**config.mk**
```make
export PLATFORM = sky130hd
export DESIGN_NAME = rle_encoder
export DESIGN_NICKNAME = d
export VERILOG_FILES = /design/src/rtl/jpeg_pkg.sv /design/src/rtl/ones_encoder.sv /design/src/rtl/rle_encoder.sv
export SDC_FILE = /design/constraint.sdc
export NUM_CORES = 1
export LEC_CHECK = 0
export BUFFER_PORTS_ARGS = -buffer_cell sky130_fd_sc_hd__buf_2
export CAP_MARGIN = 10
export CORE_MARGIN = 1
export CORE_UTILIZATION = 50
export CTS_BUF_LIST = sky130_fd_sc_hd__clkbuf_8
export CTS_CLUSTER_SIZE = 30
export DETAILED_ROUTE_END_ITERATION = 10
export PLACE_DENSITY = 0.73
export SLEW_MARGIN = 20
export SYNTH_ARGS = -nofsm -noshare
export SYNTH_HDL_FRONTEND = slang
export SYNTH_SLANG_ARGS = --single-unit
```
**constraint.sdc**
```tcl
create_clock -name clk -period 3.1 [get_ports clk]
set_input_delay 0.62 -clock clk [delete_from_list [all_inputs] [get_ports clk]]
set_output_delay 0.62 -clock clk [all_outputs]
set_load 0.02 [all_outputs]
```
**src/rtl/jpeg_pkg.sv**
```systemverilog
// jpeg_pkg: shared constants, symbol bundle and rle FSM states.
// No ports; imported by the rle encoder files.
package jpeg_pkg;

  localparam logic [3:0] RUN_ZRL   = 4'hF;
  localparam int         BLOCK_LEN = 64;
  localparam logic [5:0] K_LAST    = 6'(BLOCK_LEN - 1);
  localparam logic [5:0] ZRL_LEN   = 6'd16;

  typedef enum logic [1:0] {
    S_IN,
    S_ZRL,
    S_SYM,
    S_FLUSH
  } rle_state_t;

  typedef struct packed {
    logic        dc;
    logic [3:0]  run;
    logic [3:0]  size;
    logic [9:0]  val;
    logic [10:0] dc_val;
  } rle_sym_t;

  function automatic rle_sym_t dc_sym(
    input logic [10:0] v
  );
    rle_sym_t s;
    s        = '0;
    s.dc     = 1'b1;
    s.dc_val = v;
    return s;
  endfunction

  function automatic rle_sym_t ac_sym(
    input logic [3:0] r,
    input logic [3:0] sz,
    input logic [9:0] v
  );
    rle_sym_t s;
    s      = '0;
    s.run  = r;
    s.size = sz;
    s.val  = v;
    return s;
  endfunction

endpackage

```
**src/rtl/ones_encoder.sv**
```systemverilog
// ones_encoder: JPEG magnitude category and ones-complement bits.
// Ports: x (signed in), size (bit length of |x|), val (low size bits).
module ones_encoder #(
  parameter  int WIDTH = 11,
  localparam int SW    = $clog2(WIDTH + 1)
) (
  input  logic signed [WIDTH-1:0] x,
  output logic        [SW-1:0]    size,
  output logic        [WIDTH-2:0] val
);

  logic [WIDTH-1:0] mag;
  logic [WIDTH-1:0] adj;

  always_comb begin
    mag  = x[WIDTH-1] ? WIDTH'(-x) : x;
    // negative values are sent as x-1, i.e. ones complement of |x|
    adj  = x[WIDTH-1] ? WIDTH'(x - 1'b1) : x;
    size = '0;
    for (int i = 0; i < WIDTH; i++) begin
      if (mag[i]) size = SW'(i + 1);
    end
    val = '0;
    for (int i = 0; i < WIDTH - 1; i++) begin
      val[i] = adj[i] && (i < int'(size));
    end
  end

endmodule

```
**src/rtl/rle_encoder.sv**
```systemverilog
// rle_encoder: zigzag 8x8 block in, JPEG DC/AC/ZRL/EOB symbols out.
// Ports: clk,rst; ena_in/rdy_out/in/last; ena_out/rdy_in/dc/out_dc/run/size/out; flush.
import jpeg_pkg::*;

module rle_encoder (
  input  logic               clk,
  input  logic               rst,
  input  logic               ena_in,
  output logic               rdy_out,
  input  logic signed [10:0] in,
  input  logic               last,
  output logic               ena_out,
  input  logic               rdy_in,
  output logic               dc,
  output logic signed [10:0] out_dc,
  output logic [3:0]         run,
  output logic [3:0]         size,
  output logic [9:0]         out,
  output logic               flush
);

  rle_state_t         state_q, state_d;
  logic [5:0]         k_q, k_d;
  logic [5:0]         zrun_q, zrun_d;
  logic signed [10:0] hold_q, hold_d;
  logic               last_q, last_d;
  logic               pend_q, pend_d;
  rle_sym_t           sym_q, sym_d;

  logic               load;
  logic               accept;
  logic signed [10:0] src;
  logic signed [10:0] clamped;
  logic [3:0]         enc_size;
  logic [9:0]         enc_val;
  logic               k_first;
  logic               k_end;
  logic               zero;
  logic               long_run;

  assign rdy_out = (state_q == S_IN) && !pend_q;
  assign ena_out = pend_q && rdy_in;
  assign accept  = ena_in && rdy_out;

  assign src     = (state_q == S_SYM) ? hold_q : in;
  // -1024 is the only 11-bit code outside +-1023
  assign clamped = (src == 11'sh400) ? 11'sh401 : src;

  ones_encoder #(
    .WIDTH (11)
  ) u_ones (
    .x    (clamped),
    .size (enc_size),
    .val  (enc_val)
  );

  assign k_first  = (k_q == '0);
  assign k_end    = (k_q == K_LAST);
  assign zero     = (in == '0);
  assign long_run = (zrun_q >= ZRL_LEN);

  always_comb begin
    state_d = state_q;
    k_d     = k_q;
    zrun_d  = zrun_q;
    hold_d  = hold_q;
    last_d  = last_q;
    sym_d   = sym_q;
    load    = 1'b0;
    flush   = 1'b0;
    unique case (state_q)
      S_IN: begin
        if (accept) begin
          k_d = k_q + 6'd1;
          unique case (1'b1)
            k_first: begin
              load   = 1'b1;
              sym_d  = dc_sym(in);
              zrun_d = '0;
            end
            !k_first && zero && k_end: begin
              // trailing zeros collapse into EOB
              load   = 1'b1;
              sym_d  = ac_sym('0, '0, '0);
              zrun_d = '0;
              if (last) state_d = S_FLUSH;
            end
            !k_first && zero && !k_end: begin
              zrun_d = zrun_q + 6'd1;
            end
            !k_first && !zero && !long_run: begin
              load   = 1'b1;
              sym_d  = ac_sym(zrun_q[3:0], enc_size, enc_val);
              zrun_d = '0;
              if (k_end && last) state_d = S_FLUSH;
            end
            default: begin
              hold_d  = in;
              last_d  = k_end && last;
              state_d = S_ZRL;
            end
          endcase
        end
      end
      S_ZRL: begin
        if (!pend_q) begin
          load   = 1'b1;
          sym_d  = ac_sym(RUN_ZRL, '0, '0);
          zrun_d = zrun_q - ZRL_LEN;
          if (zrun_d < ZRL_LEN) state_d = S_SYM;
        end
      end
      S_SYM: begin
        if (!pend_q) begin
          load    = 1'b1;
          sym_d   = ac_sym(zrun_q[3:0], enc_size, enc_val);
          zrun_d  = '0;
          state_d = last_q ? S_FLUSH : S_IN;
        end
      end
      S_FLUSH: begin
        if (!pend_q) begin
          flush   = 1'b1;
          state_d = S_IN;
        end
      end
      default: state_d = S_IN;
    endcase
    pend_d = load || (pend_q && !ena_out);
  end

  always_ff @(posedge clk) begin
    if (rst) begin
      state_q <= S_IN;
      k_q     <= '0;
      zrun_q  <= '0;
      hold_q  <= '0;
      last_q  <= 1'b0;
      pend_q  <= 1'b0;
      sym_q   <= '0;
    end else begin
      state_q <= state_d;
      k_q     <= k_d;
      zrun_q  <= zrun_d;
      hold_q  <= hold_d;
      last_q  <= last_d;
      pend_q  <= pend_d;
      sym_q   <= sym_d;
    end
  end

  assign dc     = sym_q.dc;
  assign out_dc = sym_q.dc_val;
  assign run    = sym_q.run;
  assign size   = sym_q.size;
  assign out    = sym_q.val;

endmodule

```
Yosys cells after proc, flatten, opt, wreduce, memory -nomap -nowiden. Cells that the tools add are included.

Add/sub/neg operators: 5. Bitwise logic cells: 1. Reduce and logical (&&, ||, !) cells: 40. $lt $le $gt $ge: 12. Muxes and demuxes: 40. Eq/ne operators: 15.

Operator list (count): 30-bit one-hot mux with 3 select lines (2); 30-bit 2-to-1 mux (3); 11-bit 2-to-1 mux (3); 1-bit logical AND (20); 2-bit 2-to-1 mux (10); 6-bit 2-to-1 mux (3); 6-bit one-hot mux with 3 select lines (1); 3-bit by 4-bit less-than comparator with 1-bit output (first input constant) (4); 4-bit 2-to-1 mux (4); 6-bit by 1-bit adder with 6-bit output (second input constant) (2); 3-bit 2-to-1 mux (4); 2-bit inequality test (second input constant) (6); 6-bit one-hot mux with 2 select lines (1); 11-bit == test (second input constant) (1); 11-bit logical NOT (1); 11-bit negation (1); 10-bit 2-to-1 mux (1); 5-bit AND reduction (2); 10-bit by 1-bit subtractor with 10-bit output (second input constant) (1); 1-bit by 4-bit less-than comparator with 1-bit output (first input constant) (2); 2-bit by 4-bit less-than comparator with 1-bit output (first input constant) (2); 4-bit less-than comparator (first input constant) (2); 2-bit one-hot mux with 4 select lines (1); 8-bit AND reduction (1); 23 further kinds (35).

Bits of input ports: 16. Bits in registers: 57. Word-level logic and storage cells: 124.

Depth between registers and ports, before layout. Gate-level depths: netlist (run 1).

Word-level depth: 22. Depth in mapped cells: 13. Gate-level depth less buffers: 10.

Hierarchy. A second synthesis (run 1) with hierarchy kept.

Cell total of the unflattened synthesis: 397. Area, all modules: 3433.3 µm².

Modules (own cells, without submodules): rle_encoder (area an instance 2631.3 µm², cells each 274, instances 1, sequential area each 1141.1 µm²); ones_encoder (area an instance 802.0 µm², cells each 123, instances 1, sequential area each 0.0 µm²).

Least setup slack after synthesis (run 1). Ideal clock, no wire load.

Path kind: register -> register. Start point: register state_q[0]. End point: register sym_q (netlist bit size[0]). Stages on the path, launching flop included: 13. Data arrival time: 2.685 ns. Path slack: 0.288 ns. Path buffers: 2. Data required time: 2.972 ns. Cell sequence: dfxtp_1 inv_1 ha_1 buf_4 or3_1 o2bb2ai_1 buf_2 o31ai_1 mux2_2 a31o_2 a21o_1 a32oi_1 nor2_1.

Cells in the longest elaborated chain, start to end: 20.

Ends and longest elaborated chain: start, declared (RTL line rle_encoder.sv:22) `rle_state_t state_q, state_d;`; start signal, assigned (RTL line rle_encoder.sv:142) `state_q <= state_d;`; 2-bit == test (RTL line rle_encoder.sv:45, rle_encoder.sv:71); 11-bit 2-to-1 mux (RTL line rle_encoder.sv:45) `assign src = (state_q == S_SYM) ? hold_q : in;`; 11-bit == test (RTL line rle_encoder.sv:47) `assign clamped = (src == 11'sh400) ? 11'sh401 : src;`; 11-bit 2-to-1 mux (RTL line rle_encoder.sv:47); 11-bit negation (RTL line ones_encoder.sv:16) `mag = x[WIDTH-1] ? WIDTH'(-x) : x;`; 11-bit 2-to-1 mux (RTL line ones_encoder.sv:16); 1-bit 2-to-1 mux (RTL line ones_encoder.sv:21) `if (mag[i]) size = SW'(i + 1);`; 2-bit 2-to-1 mux (2 in series) (RTL line ones_encoder.sv:21); 3-bit 2-to-1 mux (4 in series) (RTL line ones_encoder.sv:21); 4-bit 2-to-1 mux (4 in series) (RTL line ones_encoder.sv:21); 30-bit one-hot mux with 3 select lines (RTL line rle_encoder.sv:75) `unique case (1'b1)`; 30-bit 2-to-1 mux (RTL line rle_encoder.sv:73) `if (accept) begin`; 30-bit one-hot mux with 3 select lines (RTL line rle_encoder.sv:71) `unique case (state_q)`; end signal, assigned (RTL line rle_encoder.sv:148) `sym_q <= sym_d;`; end, declared (RTL line rle_encoder.sv:28) `rle_sym_t sym_q, sym_d;`.

Parallel ways exist; a longest one is shown, timed or not. The select of a mux whose other input is x is not followed. A chain may end at the register's enable or synchronous reset.

Final worst setup path (run 1).
Start point: register state_q[0]. End point: register sym_q (netlist bit out[6]).

Cells in the longest elaborated chain, start to end: 22.

Ends and longest elaborated chain: 2-bit == test (RTL line rle_encoder.sv:45, rle_encoder.sv:71); 11-bit 2-to-1 mux (RTL line rle_encoder.sv:45); 11-bit == test (RTL line rle_encoder.sv:47); 11-bit 2-to-1 mux (RTL line rle_encoder.sv:47); 11-bit negation (RTL line ones_encoder.sv:16); 11-bit 2-to-1 mux (RTL line ones_encoder.sv:16); 1-bit 2-to-1 mux (RTL line ones_encoder.sv:21); 2-bit 2-to-1 mux (2 in series) (RTL line ones_encoder.sv:21); 3-bit 2-to-1 mux (4 in series) (RTL line ones_encoder.sv:21); 4-bit 2-to-1 mux (4 in series) (RTL line ones_encoder.sv:21); 3-bit by 4-bit less-than comparator with 1-bit output (RTL line ones_encoder.sv:25) `val[i] = adj[i] && (i < int'(size));`; 1-bit logical AND (RTL line ones_encoder.sv:25); 30-bit one-hot mux with 3 select lines (RTL line rle_encoder.sv:75); 30-bit 2-to-1 mux (RTL line rle_encoder.sv:73); 30-bit one-hot mux with 3 select lines (RTL line rle_encoder.sv:71).

Parallel ways exist; a longest one is shown, timed or not. The select of a mux whose other input is x is not followed.

==> results of run 1 <==
[area by class of cell]
cell class | instances | share of cell area (%)
Timing Repair Buffer | 71 | 10.6
Multi-Input combinational cell | 311 | 52.3
Clock buffer | 11 | 3.88
Inverter | 13 | 1.25
Clock inverter | 3 | 0.289
Tap cell | 77 | 2.47
Sequential cell | 57 | 29.2
[synth_stat cells, types with 3 or more instances]
| cell type | instances |
|---|---|
| buf_1 | 3 |
| dfxtp_1 | 57 |
| mux2_2 | 7 |
| a21o_1 | 3 |
| or3_1 | 9 |
| nand2b_1 | 6 |
| mux2i_1 | 22 |
| nor3_1 | 6 |
| inv_1 | 13 |
| a311oi_1 | 5 |
| a31oi_1 | 5 |
| o22ai_1 | 3 |
| nor2_1 | 59 |
| a22oi_1 | 18 |
| ha_1 | 10 |
| a32oi_1 | 4 |
| clkbuf_1 | 14 |
| o21ai_0 | 16 |
| and2_1 | 8 |
| or3b_1 | 3 |
| xor2_1 | 4 |
| nand3b_1 | 5 |
| and3_1 | 6 |
| nand2_1 | 30 |
| buf_2 | 4 |
| xnor2_1 | 8 |
| nand3_1 | 11 |
| nor4_1 | 4 |
| a21oi_1 | 24 |
[registers in the layout, indices dropped and copies added (netlist names)]
register / flops
state_q: 2
run: 4
out_dc: 11
dc: 1
out: 10
pend_q: 1
size: 4
last_q: 1
hold_q: 11
zrun_q: 6
k_q: 6
[power breakdown]
part / total, mW / internal (mW) / switching [mW]
clock network: 0.591 / 0.316 / 0.275
registers: 0.775 / 0.759 / 0.0160
logic: 0.291 / 0.110 / 0.181
total: 1.66 / 1.18 / 0.472
[logic make-up (layout without fill, tap and decap cells)]
family	after synthesis	count (layout)	share of synthesized area, %
xor+xnor	12	12	3.19
simple gates	155	155	22.9
fa+ha+maj	10	10	3.79
mux	30	30	9.48
compound gates	104	104	21.6
buf+inv	36	98	4.48
flops	57	57	34.6
[per-stage QoR]
step           utilization [%]  instances  setup WS, ns  area [sq um]  hold slack, ns
6_report                  61.4        543         0.221          3900           0.449
5_1_grt                   61.4        543       0.00214          3900           0.469
4_1_cts                   61.1        543        0.0799          3880           0.452
3_5_place_dp              58.5        529         0.167          3710           0.442
3_3_place_gp              58.5        529         0.201          3710           0.442
2_1_floorplan                -        404         0.288          3300           0.458
[metal layers]
layer	up-vias	GRT usage (%)	routed length [um]
li1	1580	-	-
met1	1500	31.0	3760
met2	77	41.5	3950
met3	8	5.67	362
met4	0	9.56	82
met5	-	0	0
[timing repair]
item | in CTS | in global routing
resized for setup | 0 | 4
endpoints found under the setup margin | 0 | 10
hold buffers | 0 | 0
[how the worst max path moves through the flow]
stage / startpoint / endpoint / slack, ns
6_report: state_q[0] / out[6] / 0.22
2_1_floorplan: state_q[0] / size[0] / 0.29
4_1_cts: state_q[0] / out[6] / 0.08
5_1_grt: state_q[0] / out[2] / 0.002
3_3_place_gp: in[0] / out[2] / 0.20
3_5_place_dp: state_q[0] / out[5] / 0.17
[worst max-delay path, cell delays in order, from the launching register on]
cell and delay (ns):
dfxtp_1 0.31, inv_1 0.12, ha_4 0.22, or3b_2 0.50
o2bb2ai_1 0.17, buf_4 0.19, o211ai_1 0.30, a32oi_2 0.19
nor3_2 0.25, nand2_1 0.14, a32oi_1 0.26, a311oi_2 0.07
==> flow_metrics.py, run 1 <==
metrics = {
    "status": {
        "status": "finished clean",
    },
    "cts": {
        "ctsRootBufferMaster": "clkbuf_8",
        "clockBufferDepth": 2,
        "clock_latency_ns": 0.33,
        "cts_tree": "done",
        "postCtsSetupBuffers": 0,
        "clkSinkCount": 57,
        "htreeDepth": 3,
        "cts_buffers": 9,
        "clk_pin_slew_ns": 0.06,
    },
    "cells_and_area": {
        "final_cell_mix": "59 x nor2_1, 57 x dfxtp_1, 48 x buf_2, 30 x nand2_1, 24 x a21oi_1",
        "final_common_cell": "nor2_1",
        "multi_input_area_sq_um": 2040,
        "fillCellCount": 543,
        "drive_above_1_share_pct": 21.5,
        "fin_nets": 489,
        "regArea_sq_um": 1140,
        "num_antenna_cells": 0,
        "syn_to_final_growth_pct": 18.3,
    },
    "routing": {
        "wl_um": 8160,
        "drc": 0,
        "final_antenna_net_count": 0,
        "first_pass_iters": 4,
        "routed_via_density": 5.83,
        "wl_per_cell_um": 15.0,
        "vias": 3165,
        "drtIter0Drc": 158,
    },
    "min_path": {
        "min_to": "out[8]",
        "hold_path_depth": 2,
        "hold_class": "reg -> reg",
        "hold_start": "out[8]",
    },
    "yosys": {
        "ys_types": 55,
        "synth_flop_cell": "dfxtp_1",
        "ys_ff_latch": 57,
        "synth_top_area_share_pct": 34.6,
        "synthesis.area_sq_um": 3300,
        "synth_area_per_cell_sq_um": 8.16,
        "async_flop_share_pct": 0,
        "yosysSeqAreaShare_pct": 34.6,
        "yosys-top-cells-area": "dfxtp_1 35%, nor2_1 6.7%, mux2i_1 6.7%, a22oi_1 4.1%, ha_1 3.8%",
        "synth_nets": 430,
        "synth.largest_area_cell": "dfxtp_1",
        "synth-warning-count": 0,
        "synth_edf_count": 0,
        "synth_cells": 404,
    },
    "global_routing": {
        "antenna_found_initial": 0,
        "overflow": 0,
        "grt_pass1_vias": 2976,
        "grt_usage_pct": 24.8,
        "grt_pass1_wl_um": 13900,
        "grt_max_degree": 40,
    },
    "sta": {
        "max_freq_ghz": 0.347,
        "finalHoldViolCount": 0,
        "final.setup.tns_ns": 0,
        "slew_viol_final": 0,
        "worst_slew_pin_slew_ns": 0.772,
        "finalClockSkew_ns": 0.00479,
        "final-setup-viol-count": 0,
        "rsz0062_at_grt": "no",
        "final.period_utilization_pct": 92.9,
        "fin_crit_ns": 2.88,
        "relSlewSlack_pct": 48.5,
    },
    "worst_setup_path": {
        "required_ns": 3.28,
        "cp-end-kind": "register",
        "cp_max_fo": 12,
        "cp_data_arrival_time_ns": 3.06,
        "r2r.worst_path.cells": 11,
        "rrSetupSlack_ns": 0.22,
        "crit_path_start_kind": "register",
        "reg2reg_to": "out[6]",
        "r2r_start": "state_q[0]",
        "path_class": "reg -> reg",
    },
    "floorplan": {
        "die_x_um": 83.2,
        "die_area_sq_um": 6920,
        "initial_core_util_pct": 51.9,
        "die_y_um": 83.2,
        "rows": 29,
        "coreArea_sq_um": 6350,
        "ioPinCount": 49,
    },
    "run": {
        "cap_violations": 0,
    },
    "power": {
        "vdd_ir_drop_max_mv": 0.258,
        "p_leak_nw": 1.57,
        "powerDensity_nw_per_um2": 425,
        "finalPower_mw": 1.66,
    },
    "place": {
        "port_buffers": 48,
        "dpl.hpwl_um": 5990,
        "gp_congestion": 0.940,
    },
}
Power figures use the tool's default switching activity.
==> run 2, diff against run 1 <==
--- a/config.mk
+++ b/config.mk
@@ -9,7 +9,7 @@
 export CAP_MARGIN = 10
 export CORE_MARGIN = 1
 export CORE_UTILIZATION = 50
-export CTS_BUF_LIST = sky130_fd_sc_hd__clkbuf_8
+export CTS_BUF_LIST = sky130_fd_sc_hd__clkbuf_16
 export CTS_CLUSTER_SIZE = 30
 export DETAILED_ROUTE_END_ITERATION = 10
 export PLACE_DENSITY = 0.73
==> run 2 against run 1 <==
  * Final area is 2.8% higher
  * Critical path depth unchanged
  * Die area stayed put
  * Clock skew down 0.0018 ns
  * Combinational power increased by 1%
  * Worst hold slack worse by 0.0018 ns
  * Sequential power hardly changed
  * Clock power increased by 38%
==> flow_metrics.py, run 2 (synthesis gave the netlist of run 1 again) <==
metrics = {
    "worst_setup_path": {
        "path_class": "reg -> reg",
        "r2r_start": "state_q[0]",
        "crit_path_start_kind": "register",
        "cp_max_fo": 12,
        "cp_data_arrival_time_ns": 3.07,
        "rrSetupSlack_ns": 0.19,
        "r2r.worst_path.cells": 11,
        "cp-end-kind": "register",
        "reg2reg_to": "out[6]",
        "required_ns": 3.27,
    },
    "sta": {
        "relSlewSlack_pct": 50.8,
        "worst_hold_slack_ns": 0.447,
        "worst_slew_pin_slew_ns": 0.739,
        "finalHoldViolCount": 0,
        "setup_slack_ns": 0.192,
        "final.period_utilization_pct": 93.8,
        "finalClockSkew_ns": 0.00295,
        "max_freq_ghz": 0.344,
        "slew_viol_final": 0,
        "fin_crit_ns": 2.91,
        "final-setup-viol-count": 0,
        "final.setup.tns_ns": 0,
    },
    "cells_and_area": {
        "utilization_pct": 63.2,
        "drive_above_1_share_pct": 21.6,
        "final_common_cell": "nor2_1",
        "num_antenna_cells": 0,
        "fin_area_sq_um": 4010,
        "fin_nets": 490,
        "final_cell_mix": "59 x nor2_1, 57 x dfxtp_1, 48 x buf_2, 30 x nand2_1",
        "syn_to_final_growth_pct": 21.6,
        "fillCellCount": 531,
        "stdcell_count": 544,
    },
    "routing": {
        "final_antenna_net_count": 0,
        "drtIter0Drc": 119,
        "first_pass_iters": 5,
        "wl_um": 8340,
        "vias": 3189,
        "wl_per_cell_um": 15.3,
        "routed_via_density": 5.86,
        "drc": 0,
    },
    "min_path": {
        "hold_start": "out[8]",
        "hold_path_depth": 2,
        "hold_class": "reg -> reg",
        "min_to": "out[8]",
    },
    "place": {
        "dpl.hpwl_um": 5990,
        "gp_congestion": 0.940,
        "place_inst": 529,
        "port_buffers": 48,
        "preCtsSetupSlack_ns": 0.167,
        "place_area_sq_um": 3710,
    },
    "global_routing": {
        "antenna_found_initial": 0,
        "grt_use_met2_pct": 42.4,
        "grt_max_degree": 40,
        "grt_pass1_wl_um": 14100,
        "grt_usage_pct": 25.0,
        "grt.met1_usage_pct": 31.0,
        "grt_pass1_vias": 3059,
        "overflow": 0,
        "met3_usage_pct": 5.57,
        "grt.busiest_layer": "met2",
    },
    "cts": {
        "clk_pin_slew_ns": 0.05,
        "clock_latency_ns": 0.32,
        "ctsHoldBuffers": 0,
        "cts_tree": "done",
        "htreeDepth": 3,
        "cts_buffers": 9,
        "clockBufferDepth": 2,
        "clkSinkCount": 57,
        "ctsRootBufferMaster": "clkbuf_16",
    },
    "power": {
        "p_leak_nw": 1.61,
        "vdd_ir_drop_max_mv": 0.409,
        "powerDensity_nw_per_um2": 470,
        "finalPower_mw": 1.89,
    },
    "floorplan": {
        "coreArea_sq_um": 6350,
        "die_x_um": 83.2,
        "ioPinCount": 49,
        "initial_core_util_pct": 51.9,
        "rows": 29,
        "die_y_um": 83.2,
        "die_area_sq_um": 6920,
    },
    "run": {
        "cap_violations": 0,
    },
    "status": {
        "status": "finished clean",
    },
}
-- run 2: per-layer routing --
metal	vias up	routed length (um)	share of wire, %
met5	-	0	0
met4	0	110	1.3
met3	11	304	3.6
met2	60	4100	49
met1	1531	3820	46
li1	1587	-	-
-- run 2: cell type report --
class	instances	area, sq um	share of cell area [%]
timing repair buffer	72	420	10.5
inverter	13	48.8	1.22
multi-input combinational	311	2060	51.4
clock buffer	9	225	5.61
clock inverter	5	18.8	0.468
sequential	57	1140	28.4
tap	77	96.3	2.40
-- run 2: how the worst max path moves through the flow --
stage / depth (start not counted) / start / end
after floorplan: 12 / state_q[0] / size[0]
after global placement: 9 / in[0] / out[2]
after detailed placement: 10 / state_q[0] / out[5]
after CTS: 11 / state_q[0] / out[6]
after global routing: 11 / state_q[0] / out[1]
final: 11 / state_q[0] / out[6]
-- run 2: power breakdown --
group | switching (mW) | internal [mW]
Sequential | 0.0162 | 0.761
Clock | 0.300 | 0.514
Combinational | 0.184 | 0.111
Total | 0.501 | 1.39
-- run 2: worst max-delay path: stages, from the launching register on --
cell	delay [ns]
dfxtp_1	0.30
inv_1	0.12
ha_4	0.22
or3b_2	0.50
o2bb2ai_1	0.17
buf_4	0.20
o211ai_1	0.31
a32oi_2	0.21
nor3_4	0.29
nand2_1	0.14
a32oi_2	0.23
a311oi_2	0.07
-- run 2: timing repair --
item,in CTS,in global routing
resized for setup,0,7
buffers inserted,0,1
endpoints found under the setup margin,0,10
